[src/rtl/pc_sequencer_if.sv]
// Fetch-side bundle for pc_sequencer: redirect controls, memory handshake and PC outputs.
// master = the sequencer, slave = control unit / memory side driving it.
interface pc_sequencer_if;
  logic        stall;
  logic        br_take;
  logic [15:0] br_offset;
  logic        jump;
  logic [25:0] jump_index;
  logic        jr;
  logic [31:0] jr_target;
  logic        exc;
  logic        imem_ready;
  logic [31:0] pc;
  logic        imem_req;
  logic        redirect_pend;
  logic        addr_err;

  modport master (
    input  stall, br_take, br_offset, jump, jump_index, jr, jr_target, exc, imem_ready,
    output pc, imem_req, redirect_pend, addr_err
  );

  modport slave (
    output stall, br_take, br_offset, jump, jump_index, jr, jr_target, exc, imem_ready,
    input  pc, imem_req, redirect_pend, addr_err
  );
endinterface

[src/rtl/pc_sequencer.sv]
// Fetch PC owner: next-PC selection, redirect latching and fetch throttling.
// Optional ALIGN_CHECK_EN: a misaligned jr traps to EXC_VECTOR and pulses addr_err.
module pc_sequencer #(
  parameter logic [31:0] RESET_PC   = 32'h0000_0000,
  parameter logic [31:0] EXC_VECTOR = 32'h0000_0080
) (
  input logic            clk,
  input logic            rst,
  pc_sequencer_if.master bus
);
  typedef enum logic [1:0] {StBoot, StFetch, StHold} state_e;

  state_e      state_q, state_d;
  logic [31:0] pc_q, pc_d;
  logic [31:0] pend_tgt_q, pend_tgt_d;
  logic        pend_q, pend_d;
  logic        imem_req_q, imem_req_d;
  logic        addr_err_q, addr_err_d;

  logic [31:0] pc4, br_tgt, jmp_tgt, jr_tgt, redir_tgt, adv_tgt;
  logic        redir, misalign, trap, advance;

  assign pc4     = pc_q + 32'd4;
  assign br_tgt  = pc4 + {{14{bus.br_offset[15]}}, bus.br_offset, 2'b00};
  assign jmp_tgt = {pc4[31:28], bus.jump_index, 2'b00};
  assign jr_tgt  = {bus.jr_target[31:2], 2'b00};
  assign redir   = bus.jr | bus.jump | bus.br_take;

`ifdef ALIGN_CHECK_EN
  assign misalign = bus.jr & (bus.jr_target[1:0] != 2'b00);
`else
  logic unused_jr_lsb;
  assign unused_jr_lsb = ^bus.jr_target[1:0];
  assign misalign      = 1'b0;
`endif

  assign trap = bus.exc | misalign;

  always_comb begin
    if (bus.jr)        redir_tgt = jr_tgt;
    else if (bus.jump) redir_tgt = jmp_tgt;
    else               redir_tgt = br_tgt;
  end

  // A fresh redirect beats a latched one; otherwise fall through to sequential.
  assign adv_tgt = redir ? redir_tgt : (pend_q ? pend_tgt_q : pc4);

  assign advance = ((state_q == StFetch) && bus.imem_ready && !bus.stall) ||
                   ((state_q == StHold) && !bus.stall);

  always_ff @(posedge clk) begin
    if (rst) begin
      state_q <= StBoot;
    end else begin
      state_q <= state_d;
    end
  end

  always_comb begin
    state_d = state_q;
    if (trap) begin
      state_d = StFetch;
    end else begin
      unique case (state_q)
        StBoot:  state_d = StFetch;
        StFetch: if (bus.imem_ready && bus.stall) state_d = StHold;
        StHold:  if (!bus.stall) state_d = StFetch;
        default: state_d = StBoot;
      endcase
    end
  end

  always_comb begin
    pc_d       = pc_q;
    pend_d     = pend_q;
    pend_tgt_d = pend_tgt_q;
    imem_req_d = (state_d == StFetch);
    addr_err_d = misalign;
    if (trap) begin
      pc_d   = EXC_VECTOR;
      pend_d = 1'b0;
    end else if (advance) begin
      pc_d   = adv_tgt;
      pend_d = 1'b0;
    end else if (redir) begin
      pend_d     = 1'b1;
      pend_tgt_d = redir_tgt;
    end
  end

  always_ff @(posedge clk) begin
    if (rst) begin
      pc_q       <= RESET_PC;
      pend_tgt_q <= 32'h0;
      pend_q     <= 1'b0;
      imem_req_q <= 1'b0;
      addr_err_q <= 1'b0;
    end else begin
      pc_q       <= pc_d;
      pend_tgt_q <= pend_tgt_d;
      pend_q     <= pend_d;
      imem_req_q <= imem_req_d;
      addr_err_q <= addr_err_d;
    end
  end

  assign bus.pc            = pc_q;
  assign bus.imem_req      = imem_req_q;
  assign bus.redirect_pend = pend_q;
  assign bus.addr_err      = addr_err_q;
endmodule

[src/flat_wrapper.sv]
// flat-port wrapper written by rule: the top's interface ports become plain ports
module pc_sequencer_flat 
#(
  parameter logic [31:0] RESET_PC   = 32'h0000_0000,
  parameter logic [31:0] EXC_VECTOR = 32'h0000_0080
)
  (clk, rst, bus_stall, bus_br_take, bus_br_offset, bus_jump, bus_jump_index, bus_jr, bus_jr_target, bus_exc, bus_imem_ready, bus_pc, bus_imem_req, bus_redirect_pend, bus_addr_err);
  pc_sequencer_if bus_i ();
  input logic clk;
  input logic rst;
  input wire logic [$bits(bus_i.stall)-1:0] bus_stall;
  input wire logic [$bits(bus_i.br_take)-1:0] bus_br_take;
  input wire logic [$bits(bus_i.br_offset)-1:0] bus_br_offset;
  input wire logic [$bits(bus_i.jump)-1:0] bus_jump;
  input wire logic [$bits(bus_i.jump_index)-1:0] bus_jump_index;
  input wire logic [$bits(bus_i.jr)-1:0] bus_jr;
  input wire logic [$bits(bus_i.jr_target)-1:0] bus_jr_target;
  input wire logic [$bits(bus_i.exc)-1:0] bus_exc;
  input wire logic [$bits(bus_i.imem_ready)-1:0] bus_imem_ready;
  output wire logic [$bits(bus_i.pc)-1:0] bus_pc;
  output wire logic [$bits(bus_i.imem_req)-1:0] bus_imem_req;
  output wire logic [$bits(bus_i.redirect_pend)-1:0] bus_redirect_pend;
  output wire logic [$bits(bus_i.addr_err)-1:0] bus_addr_err;
  assign bus_i.stall = bus_stall;
  assign bus_i.br_take = bus_br_take;
  assign bus_i.br_offset = bus_br_offset;
  assign bus_i.jump = bus_jump;
  assign bus_i.jump_index = bus_jump_index;
  assign bus_i.jr = bus_jr;
  assign bus_i.jr_target = bus_jr_target;
  assign bus_i.exc = bus_exc;
  assign bus_i.imem_ready = bus_imem_ready;
  assign bus_pc = bus_i.pc;
  assign bus_imem_req = bus_i.imem_req;
  assign bus_redirect_pend = bus_i.redirect_pend;
  assign bus_addr_err = bus_i.addr_err;
  pc_sequencer #(.RESET_PC(RESET_PC), .EXC_VECTOR(EXC_VECTOR)) u_core (.clk(clk), .rst(rst), .bus(bus_i));
endmodule
[config.mk]
export PLATFORM = sky130hd
export DESIGN_NAME = pc_sequencer_flat
export DESIGN_NICKNAME = d
export VERILOG_FILES = /design/src/rtl/pc_sequencer_if.sv /design/src/rtl/pc_sequencer.sv /design/src/flat_wrapper.sv
export SDC_FILE = /design/constraint.sdc
export NUM_CORES = 1
export LEC_CHECK = 0
export CORE_MARGIN = 5
export CORE_UTILIZATION = 53
export CTS_CLUSTER_DIAMETER = 30
export CTS_CLUSTER_SIZE = 28
export DETAILED_ROUTE_END_ITERATION = 16
export PLACE_DENSITY = 0.84
export SLEW_MARGIN = 20
export SYNTH_ARGS = -nofsm -noshare
export SYNTH_HDL_FRONTEND = slang
export SYNTH_SLANG_ARGS = --single-unit
[constraint.sdc]
create_clock -name clk -period 4.5 [get_ports clk]
set_input_delay 1.35 -clock clk [delete_from_list [all_inputs] [get_ports clk]]
set_output_delay 1.35 -clock clk [all_outputs]
set_load 0.03 [all_outputs]
==> results of run 1 <==
-- layer usage --
| layer | part of all wire | GRT usage | vias to the layer above | routed length [microns] |
|---|---|---|---|---|
| met5 | 0 | 0 | - | 0 |
| met4 | 0.027 | 0.119 | 0 | 571 |
| met3 | 0.090 | 0.0453 | 48 | 1930 |
| met2 | 0.48 | 0.537 | 375 | 10200 |
| met1 | 0.41 | 0.417 | 3176 | 8750 |
| li1 | - | - | 3129 | - |
-- report_power, final --
part | total, W | switching [W] | internal (W)
clock network | 0.000523 | 0.000265 | 0.000258
logic | 0.000489 | 0.000274 | 0.000214
registers | 0.000651 | 0.0000211 | 0.000630
-- stage by stage --
step           instance area (sq um)  utilization
2_1_floorplan                   5880            -
3_5_place_dp                    7300        0.673
3_3_place_gp                    7300        0.673
5_1_grt                         7510        0.692
4_1_cts                         7500        0.692
6_report                        7510        0.692
-- cells in the final DEF (no fill, tap or decap), types with 18 or more instances in the layout --
cell             instances
clkdlybuf4s50_1        113
nand2_1                 81
a21oi_1                 75
nor2_1                  69
dfxtp_1                 68
o21ai_0                 50
buf_4                   38
ha_1                    37
xnor2_1                 30
nand3_1                 25
o211ai_1                23
mux2i_1                 23
nor3_1                  20
xor2_1                  18
-- cell families after synthesis --
| family | share of synthesized area |
|---|---|
| and+or+nand+nor | 0.224 |
| adders and majority gates | 0.0822 |
| AOI/OAI and AO/OA | 0.297 |
| xor gates and xnor gates | 0.0715 |
| muxes | 0.0488 |
| other | 0.000638 |
| DFF | 0.232 |
| buffers and inverters | 0.0441 |
-- cell type report --
| class | count | area [sq um] | area share |
|---|---|---|---|
| inverters | 12 | 45.0 | 0.00600 |
| repair buffers | 153 | 1460 | 0.194 |
| clock inverters | 7 | 75.1 | 0.0100 |
| well taps | 140 | 175 | 0.0233 |
| multi-input cells | 657 | 4270 | 0.569 |
| flip-flops and latches | 68 | 1360 | 0.181 |
| clock buffers | 9 | 124 | 0.0165 |
-- worst max-delay path by stage --
stage                      startpoint                    end  slack (ps)  cells past startpoint
finish              u_core.bus.pc[10]      u_core.bus.pc[31]         200                     17
global route        u_core.bus.pc[10]      u_core.bus.pc[31]          30                     16
global placement     bus_br_offset[0]      u_core.bus.pc[26]         100                     12
CTS                 u_core.bus.pc[10]      u_core.bus.pc[31]         310                     17
detailed placement   bus_br_offset[5]  u_core.pend_tgt_q[15]         100                     11
floorplan            u_core.bus.pc[4]      u_core.bus.pc[30]         770                     17
-- worst max-delay path, stage by stage, from the launching register on --
cell and delay, ps:
dfxtp_1 490, nand4_1 310, nor3_4 360, and2_1 280
buf_4 170, nand2_1 70, xnor2_1 330, ha_1 340
nand4_1 120, or2_1 200, o21ai_0 100, o22a_1 210
o2111ai_1 300, mux2i_1 250, buf_4 160, xnor2_1 90
or3_1 310, a31oi_1 130
-- state kept, by name, indices dropped and copies added, names as in the netlist, named ones only --
name and flops:
u_core.state_q 2, u_core.bus.pc 30, u_core.bus.imem_req 1, u_core.bus.redirect_pend 1, u_core.pend_tgt_q 32
==> flow_metrics.py, run 1 <==
metrics = {
    "yosys": {
        "yosysMostFrequentCell": "nand2_1",
        "synth_area_leaders": "dfxtp_1, ha_1, a21oi_1, nand2_1, xnor2_1",
        "synthCells": 789,
        "synth_nets": 909,
        "synth_flop_cell": "dfxtp_1",
        "synth_seq_cells": 68,
        "synth_edf_count": 0,
        "synth_top_area_frac": 0.232,
        "avgSynthCellArea_sq_um": 7.45,
        "yosysTopAreaCell": "dfxtp_1",
        "yosysSeqAreaShare": 0.232,
        "async_reset_ff_frac": 0,
        "ys_types": 69,
        "synthTopCellsByCount": "nand2_1, a21oi_1, nor2_1",
        "syn-cell-area_sq_um": 5880,
        "yosys_warnings": 0,
    },
    "worst_setup_path": {
        "crit_fanout": 6,
        "crit_type": "reg -> reg",
        "critPathCaptureType": "flop",
        "r2r.worst_path.cells": 17,
        "cp-start-kind": "flop",
        "worstPathRequired_ps": 4790,
        "regToRegEndpoint": "u_core.bus.pc[31]",
        "r2r-start": "u_core.bus.pc[10]",
        "rrSetupSlack_ps": 200,
        "critPathArrivalTime_ps": 4590,
    },
    "routing": {
        "drcViolationCount": 0,
        "finalWirelength_microns": 21500,
        "vias": 6728,
        "ant_nets": 0,
        "drt-vias-per-instance": 6.43,
        "post_drt_wl_per_cell_microns": 20.5,
        "drt_iter0_drc": 711,
        "firstDrtPassIters": 8,
    },
    "clock_network": {
        "cts-htree-levels": 3,
        "cts_buffers": 9,
        "clk_latency_ps": 360,
        "ctsResizeCount": 0,
        "holdBufCountCts": 0,
        "cts_root_buf": "clkbuf_8",
        "clock_path_buffers": 2,
        "cts_sinks": 68,
        "cts_setup_buffers": 0,
        "cts_tree": "built",
        "clk_pin_slew_ps": 80,
    },
    "place": {
        "io_buffers": 113,
        "pre_cts_ws_ps": 101,
        "dp_hpwl_microns": 15900,
        "place_inst": 1030,
        "place_congestion": 1.02,
    },
    "grt": {
        "grt_usage": 0.320,
        "grt_max_degree": 35,
        "antenna_found_initial": 0,
        "grt_pass1_wl_microns": 33700,
        "globalRouteOverflowTotal": 0,
        "grt_pass1_vias": 6664,
    },
    "min_path": {
        "min-delay-start": "u_core.pend_tgt_q[19]",
        "hp-class": "reg -> reg",
        "whs_endpoint": "u_core.pend_tgt_q[19]",
        "hold_path_depth": 2,
    },
    "finish": {
        "antennaDiodeCount": 0,
        "nNetsFinal": 1021,
        "nFillCells": 931,
        "area.growth.synth_to_final_pct": 27.7,
        "layout-drive-gt1-share": 0.0839,
        "fin_cells": 1046,
    },
    "status": {
        "status": "finished clean",
    },
    "floorplanning": {
        "rows": 38,
        "die_y_microns": 115,
        "core_sq_um": 10800,
        "fp.dieW_microns": 115,
        "die-area_sq_um": 13300,
        "boundaryPins": 117,
        "initial_core_util": 0.542,
    },
    "sta": {
        "post-route-period-util": 0.955,
        "finalWorstSetupSlack_ps": 204,
        "rsz0062_at_grt": "false",
        "period_needed_ps": 4300,
        "tns_ps": 0,
        "fmax_mhz": 233,
        "whs_ps": 451,
        "hold_viol": 0,
        "setup_viol": 0,
        "slew_violations": 0,
        "relSlewSlack": 0.370,
        "finClkSkew_ps": 8.07,
        "worst_slew_pin_slew_ps": 946,
    },
    "pwr": {
        "power_density_nw_per_um2": 222,
        "ir_drop_mv": 0.184,
        "p_leak_nw": 3.04,
        "total_power_w": 0.00166,
    },
    "job": {
        "cap_viol_max_count": 0,
    },
}
(Power assumes the default switching activity.)
==> run 2: changes to the inputs <==
PLACE_DENSITY = not set   (was 0.84)
PLACE_DENSITY_LB_ADDON = 0.15   (was not set)
==> flow_metrics.py, run 2 (synthesis results as in run 1) <==
metrics = {
    "status": {
        "status": "finished clean",
    },
    "min_path": {
        "whs_endpoint": "u_core.pend_tgt_q[27]",
        "min-delay-start": "u_core.pend_tgt_q[27]",
        "hp-class": "reg -> reg",
        "hold_path_depth": 2,
    },
    "sta": {
        "slew_violations": 0,
        "finClkSkew_ps": 11.2,
        "post-route-period-util": 0.932,
        "worst_slew_pin_slew_ps": 991,
        "relSlewSlack": 0.339,
        "setup_viol": 0,
        "hold_viol": 0,
        "finalWorstSetupSlack_ps": 308,
        "rsz0062_at_grt": "false",
        "fmax_mhz": 239,
        "tns_ps": 0,
        "period_needed_ps": 4190,
    },
    "finish": {
        "layout_commonest_cell": "clkdlybuf4s50_1",
        "largest_reg_flops": 32,
        "area.growth.synth_to_final_pct": 27.2,
        "layout-drive-gt1-share": 0.0728,
        "most-common-layout-cells": "clkdlybuf4s50_1, nand2_1, a21oi_1",
        "stdcell_area_sq_um": 7470,
        "fin_cells": 1033,
        "largest-register": "u_core.pend_tgt_q",
        "antennaDiodeCount": 0,
        "nNetsFinal": 1008,
    },
    "clock_network": {
        "clk_pin_slew_ps": 80,
        "clock_path_buffers": 2,
        "clk_latency_ps": 360,
        "cts_tree": "built",
        "cts_sinks": 68,
        "cts_buffers": 9,
        "cts_root_buf": "clkbuf_8",
        "cts-htree-levels": 3,
    },
    "grt": {
        "grt_usage": 0.319,
        "antenna_found_initial": 0,
        "grt_max_degree": 34,
        "grt_pass1_wl_microns": 33600,
        "globalRouteOverflowTotal": 0,
        "grt_pass1_vias": 6668,
    },
    "place": {
        "placed_area_sq_um": 7190,
        "place_inst": 1017,
        "io_buffers": 113,
        "dp_hpwl_microns": 15600,
        "place_congestion": 1.00,
        "pre_cts_ws_ps": 50.2,
    },
    "worst_setup_path": {
        "r2r.worst_path.cells": 16,
        "worstPathRequired_ps": 4730,
        "r2r-start": "u_core.bus.pc[6]",
        "critPathCaptureType": "flop",
        "rrSetupSlack_ps": 370,
        "crit_fanout": 4,
        "critPathArrivalTime_ps": 4420,
        "cp-start-kind": "input pin",
        "crit_type": "in -> reg",
        "regToRegEndpoint": "u_core.bus.pc[31]",
    },
    "floorplanning": {
        "boundaryPins": 117,
        "die_y_microns": 115,
        "rows": 38,
        "die-area_sq_um": 13300,
        "core_sq_um": 10800,
        "fp.dieW_microns": 115,
        "initial_core_util": 0.542,
    },
    "routing": {
        "drt-vias-per-instance": 6.55,
        "drcViolationCount": 0,
        "post_drt_wl_per_cell_microns": 20.5,
        "drt_iter0_drc": 945,
        "ant_nets": 0,
        "firstDrtPassIters": 7,
        "vias": 6762,
        "finalWirelength_microns": 21200,
    },
    "pwr": {
        "power.internal_w": 0.00126,
        "ir_drop_mv": 0.223,
        "power_frac_comb": 0.262,
        "p_seq_frac": 0.357,
        "power_density_nw_per_um2": 244,
        "p_leak_nw": 3.02,
        "p_clk_frac": 0.380,
        "p_sw_frac": 0.306,
        "net-switching-power_w": 0.000558,
    },
    "job": {
        "cap_viol_max_count": 0,
    },
}
run 2: cell types whose count changed in the layout (fill, tap and decap cells not counted), moves of 2 or more:
cell / previous run / this run
buf_4: 38 / 26
bufinv_16: 1 / 4
clkinv_4: 0 / 2
clkinvlp_4: 3 / 0
run 2: metrics by stage:
stage / total power (W) / hold slack [ps] / utilization
after floorplan: 0.000940 / 429 / -
after global placement: 0.00111 / 437 / 0.663
after detailed placement: 0.00113 / 444 / 0.663
after CTS: 0.00181 / 454 / 0.688
after global routing: 0.00189 / 470 / 0.690
final: 0.00182 / 453 / 0.690
run 2: repair_timing:
item / in CTS / in global routing
resized for setup: 0 / 4
buffers inserted: 0 / 0
hold buffers: 0 / 0
setup endpoints to repair: 0 / 2
run 2: layer usage:
layer | track usage | up-vias | routed length [microns]
li1 | - | 3102 | -
met1 | 0.413 | 3133 | 8180
met2 | 0.522 | 453 | 9810
met3 | 0.0684 | 74 | 2440
met4 | 0.114 | 0 | 753
met5 | 0 | - | 0
run 2: final cells by class:
type / instances / area, sq um
Clock buffer: 9 / 124
Clock inverter: 7 / 146
Fill cell: 927 / 3370
Inverter: 12 / 45.0
Multi-Input combinational cell: 657 / 4280
Sequential cell: 68 / 1360
Tap cell: 140 / 175
Timing Repair Buffer: 140 / 1350
run 2: power by group through the flow:
| stage | clock (W) | combinational (W) | sequential (W) |
|---|---|---|---|
| 6_report | 0.000693 | 0.000478 | 0.000651 |
| 5_1_grt | 0.000720 | 0.000513 | 0.000654 |
| 4_1_cts | 0.000696 | 0.000467 | 0.000650 |
| 3_5_place_dp | 0 | 0.000464 | 0.000664 |
| 3_3_place_gp | 0 | 0.000451 | 0.000663 |
| 2_1_floorplan | 0 | 0.000265 | 0.000675 |
run 2: worst max path at each step:
stage	from	endpoint	slack, ps	depth (start not counted)
after global placement	bus_br_offset[0]	u_core.bus.pc[26]	100	12
after detailed placement	bus_br_offset[0]	u_core.bus.pc[26]	50	12
after floorplan	u_core.bus.pc[4]	u_core.bus.pc[30]	770	17
after global routing	u_core.bus.pc[6]	u_core.bus.pc[30]	80	15
after CTS	u_core.bus.pc[6]	u_core.bus.pc[30]	360	15
final	bus_br_offset[0]	u_core.bus.pc[28]	310	13
run 2: worst max-delay path: stages:
cell and delay [ps]:
clkdlybuf4s50_1 460, ha_1 210, fa_1 240, a21o_1 160, nand4_1 180, a21oi_2 340
o21a_1 190, nor3_1 70, buf_4 160, nor4_1 440, mux2i_1 170, a311oi_1 340
a21oi_1 120
==> run 3: changes to the inputs <==
CTS_CLUSTER_SIZE = not set   (was 28)
clock period = 4.7 ns   (was 4.5 ns; I/O delays follow)
==> flow_metrics.py, run 3 (synthesis results as in run 1) <==
metrics = {
    "routing": {
        "drt-vias-per-instance": 6.55,
        "drcViolationCount": 0,
        "vias": 6722,
        "drt_iter0_drc": 714,
        "ant_nets": 0,
        "post_drt_wl_per_cell_microns": 20.9,
        "finalWirelength_microns": 21400,
        "firstDrtPassIters": 6,
    },
    "finish": {
        "nNetsFinal": 1002,
        "most-common-layout-cells": "clkdlybuf4s50_1, nand2_1, a21oi_1",
        "layout-drive-gt1-share": 0.0621,
        "final_core_util": 0.680,
        "largest-register": "u_core.pend_tgt_q",
        "antennaDiodeCount": 0,
        "largest_reg_flops": 32,
        "layout_commonest_cell": "clkdlybuf4s50_1",
        "nFillCells": 917,
        "area.growth.synth_to_final_pct": 25.5,
    },
    "place": {
        "place_congestion": 0.994,
        "dp_hpwl_microns": 15700,
        "io_buffers": 113,
    },
    "sta": {
        "worst_slew_pin_slew_ps": 945,
        "post-route-period-util": 0.896,
        "rsz0062_at_grt": "false",
        "period_needed_ps": 4210,
        "slew_violations": 0,
        "finClkSkew_ps": 14.7,
        "fmax_mhz": 238,
        "setup_viol": 0,
        "relSlewSlack": 0.370,
        "hold_viol": 0,
        "tns_ps": 0,
    },
    "clock_network": {
        "clock_path_buffers": 2,
        "cts_buffers": 9,
        "clk_pin_slew_ps": 80,
        "cts-htree-levels": 3,
        "cts_tree": "built",
        "holdBufCountCts": 0,
        "cts_root_buf": "clkbuf_8",
        "cts_setup_buffers": 0,
        "cts_sinks": 68,
        "clk_latency_ps": 380,
        "ctsResizeCount": 0,
    },
    "pwr": {
        "power.internal_w": 0.00111,
        "ir_drop_mv": 0.219,
        "p_sw_frac": 0.325,
        "power_density_nw_per_um2": 223,
        "p_seq_frac": 0.379,
        "power_frac_comb": 0.277,
        "net-switching-power_w": 0.000536,
        "p_clk_frac": 0.344,
        "p_leak_nw": 2.95,
    },
    "status": {
        "status": "finished clean",
    },
    "grt": {
        "antenna_found_initial": 0,
        "grt_usage": 0.323,
        "grt_max_degree": 35,
        "grt_pass1_vias": 6669,
        "globalRouteOverflowTotal": 0,
        "grt_pass1_wl_microns": 33700,
    },
    "floorplanning": {
        "die-area_sq_um": 13300,
        "core_sq_um": 10800,
        "fp.dieW_microns": 115,
        "die_y_microns": 115,
        "initial_core_util": 0.542,
        "boundaryPins": 117,
        "rows": 38,
    },
    "worst_setup_path": {
        "critPathArrivalTime_ps": 4520,
        "worstPathRequired_ps": 5010,
        "cp-start-kind": "input pin",
        "crit_type": "in -> reg",
        "critPathCaptureType": "flop",
        "crit_fanout": 4,
    },
    "min_path": {
        "hp-class": "reg -> reg",
    },
    "job": {
        "cap_viol_max_count": 0,
    },
}
-- run 3: cell count changes in the layout (fill, tap and decap cells not counted), sizes merged --
cell / change
bufinv: -2
clkbuf: +2
inv: -1
buf: -6
-- run 3: per-stage QoR --
stage	instances	instance area, sq um	worst slack [ps]	hold slack [ps]	total power [W]
after global placement	1011	7160	246	437	0.00107
after detailed placement	1011	7160	203	447	0.00108
final	1026	7370	491	460	0.00165
after floorplan	789	5880	970	429	0.000900
after CTS	1026	7370	570	458	0.00164
after global routing	1026	7370	105	471	0.00170
-- run 3: critical path, cell delays in order --
cell	delay [ps]
clkdlybuf4s50_1	460
ha_1	220
fa_1	240
a21o_1	150
nand4_1	170
a21oi_2	360
and4bb_1	290
or4_1	540
nand3_1	120
xor2_1	280
a311oi_1	140
nor2_1	130
-- run 3: worst paths after layout --
kind	from	to	slack, ps	cells past startpoint
setup reg to reg	u_core.bus.pc[8]	u_core.bus.pc[30]	500	15
hold reg to reg	u_core.pend_tgt_q[10]	u_core.pend_tgt_q[10]	460	2
hold / removal	u_core.pend_tgt_q[10]	u_core.pend_tgt_q[10]	460	2
setup / recovery	bus_br_offset[0]	u_core.bus.pc[26]	490	12
-- run 3: power groups by stage --
stage,clock [W],sequential (W),combinational (W)
2_1_floorplan,0,0.000647,0.000254
3_3_place_gp,0,0.000635,0.000433
3_5_place_dp,0,0.000637,0.000444
4_1_cts,0.000568,0.000624,0.000447
5_1_grt,0.000584,0.000628,0.000490
6_report,0.000567,0.000625,0.000456
-- run 3: layout make-up --
type	count	area [sq um]	share of cell area
clock inverters	4	73.8	0.0100
flip-flops and latches	68	1360	0.185
repair buffers	134	1310	0.178
clock buffers	11	141	0.0192
well taps	140	175	0.0238
multi-input cells	657	4260	0.578
inverters	12	45.0	0.00611
-- run 3: metal layers --
metal  routed length [microns]  share of wire  vias to the layer above  track usage
met5                         0              0                        -            0
met4                       676          0.032                        0        0.154
met3                      2080          0.097                       59       0.0542
met2                      9960           0.46                      365        0.523
met1                      8710           0.41                     3220        0.418
li1                          -              -                     3078            -
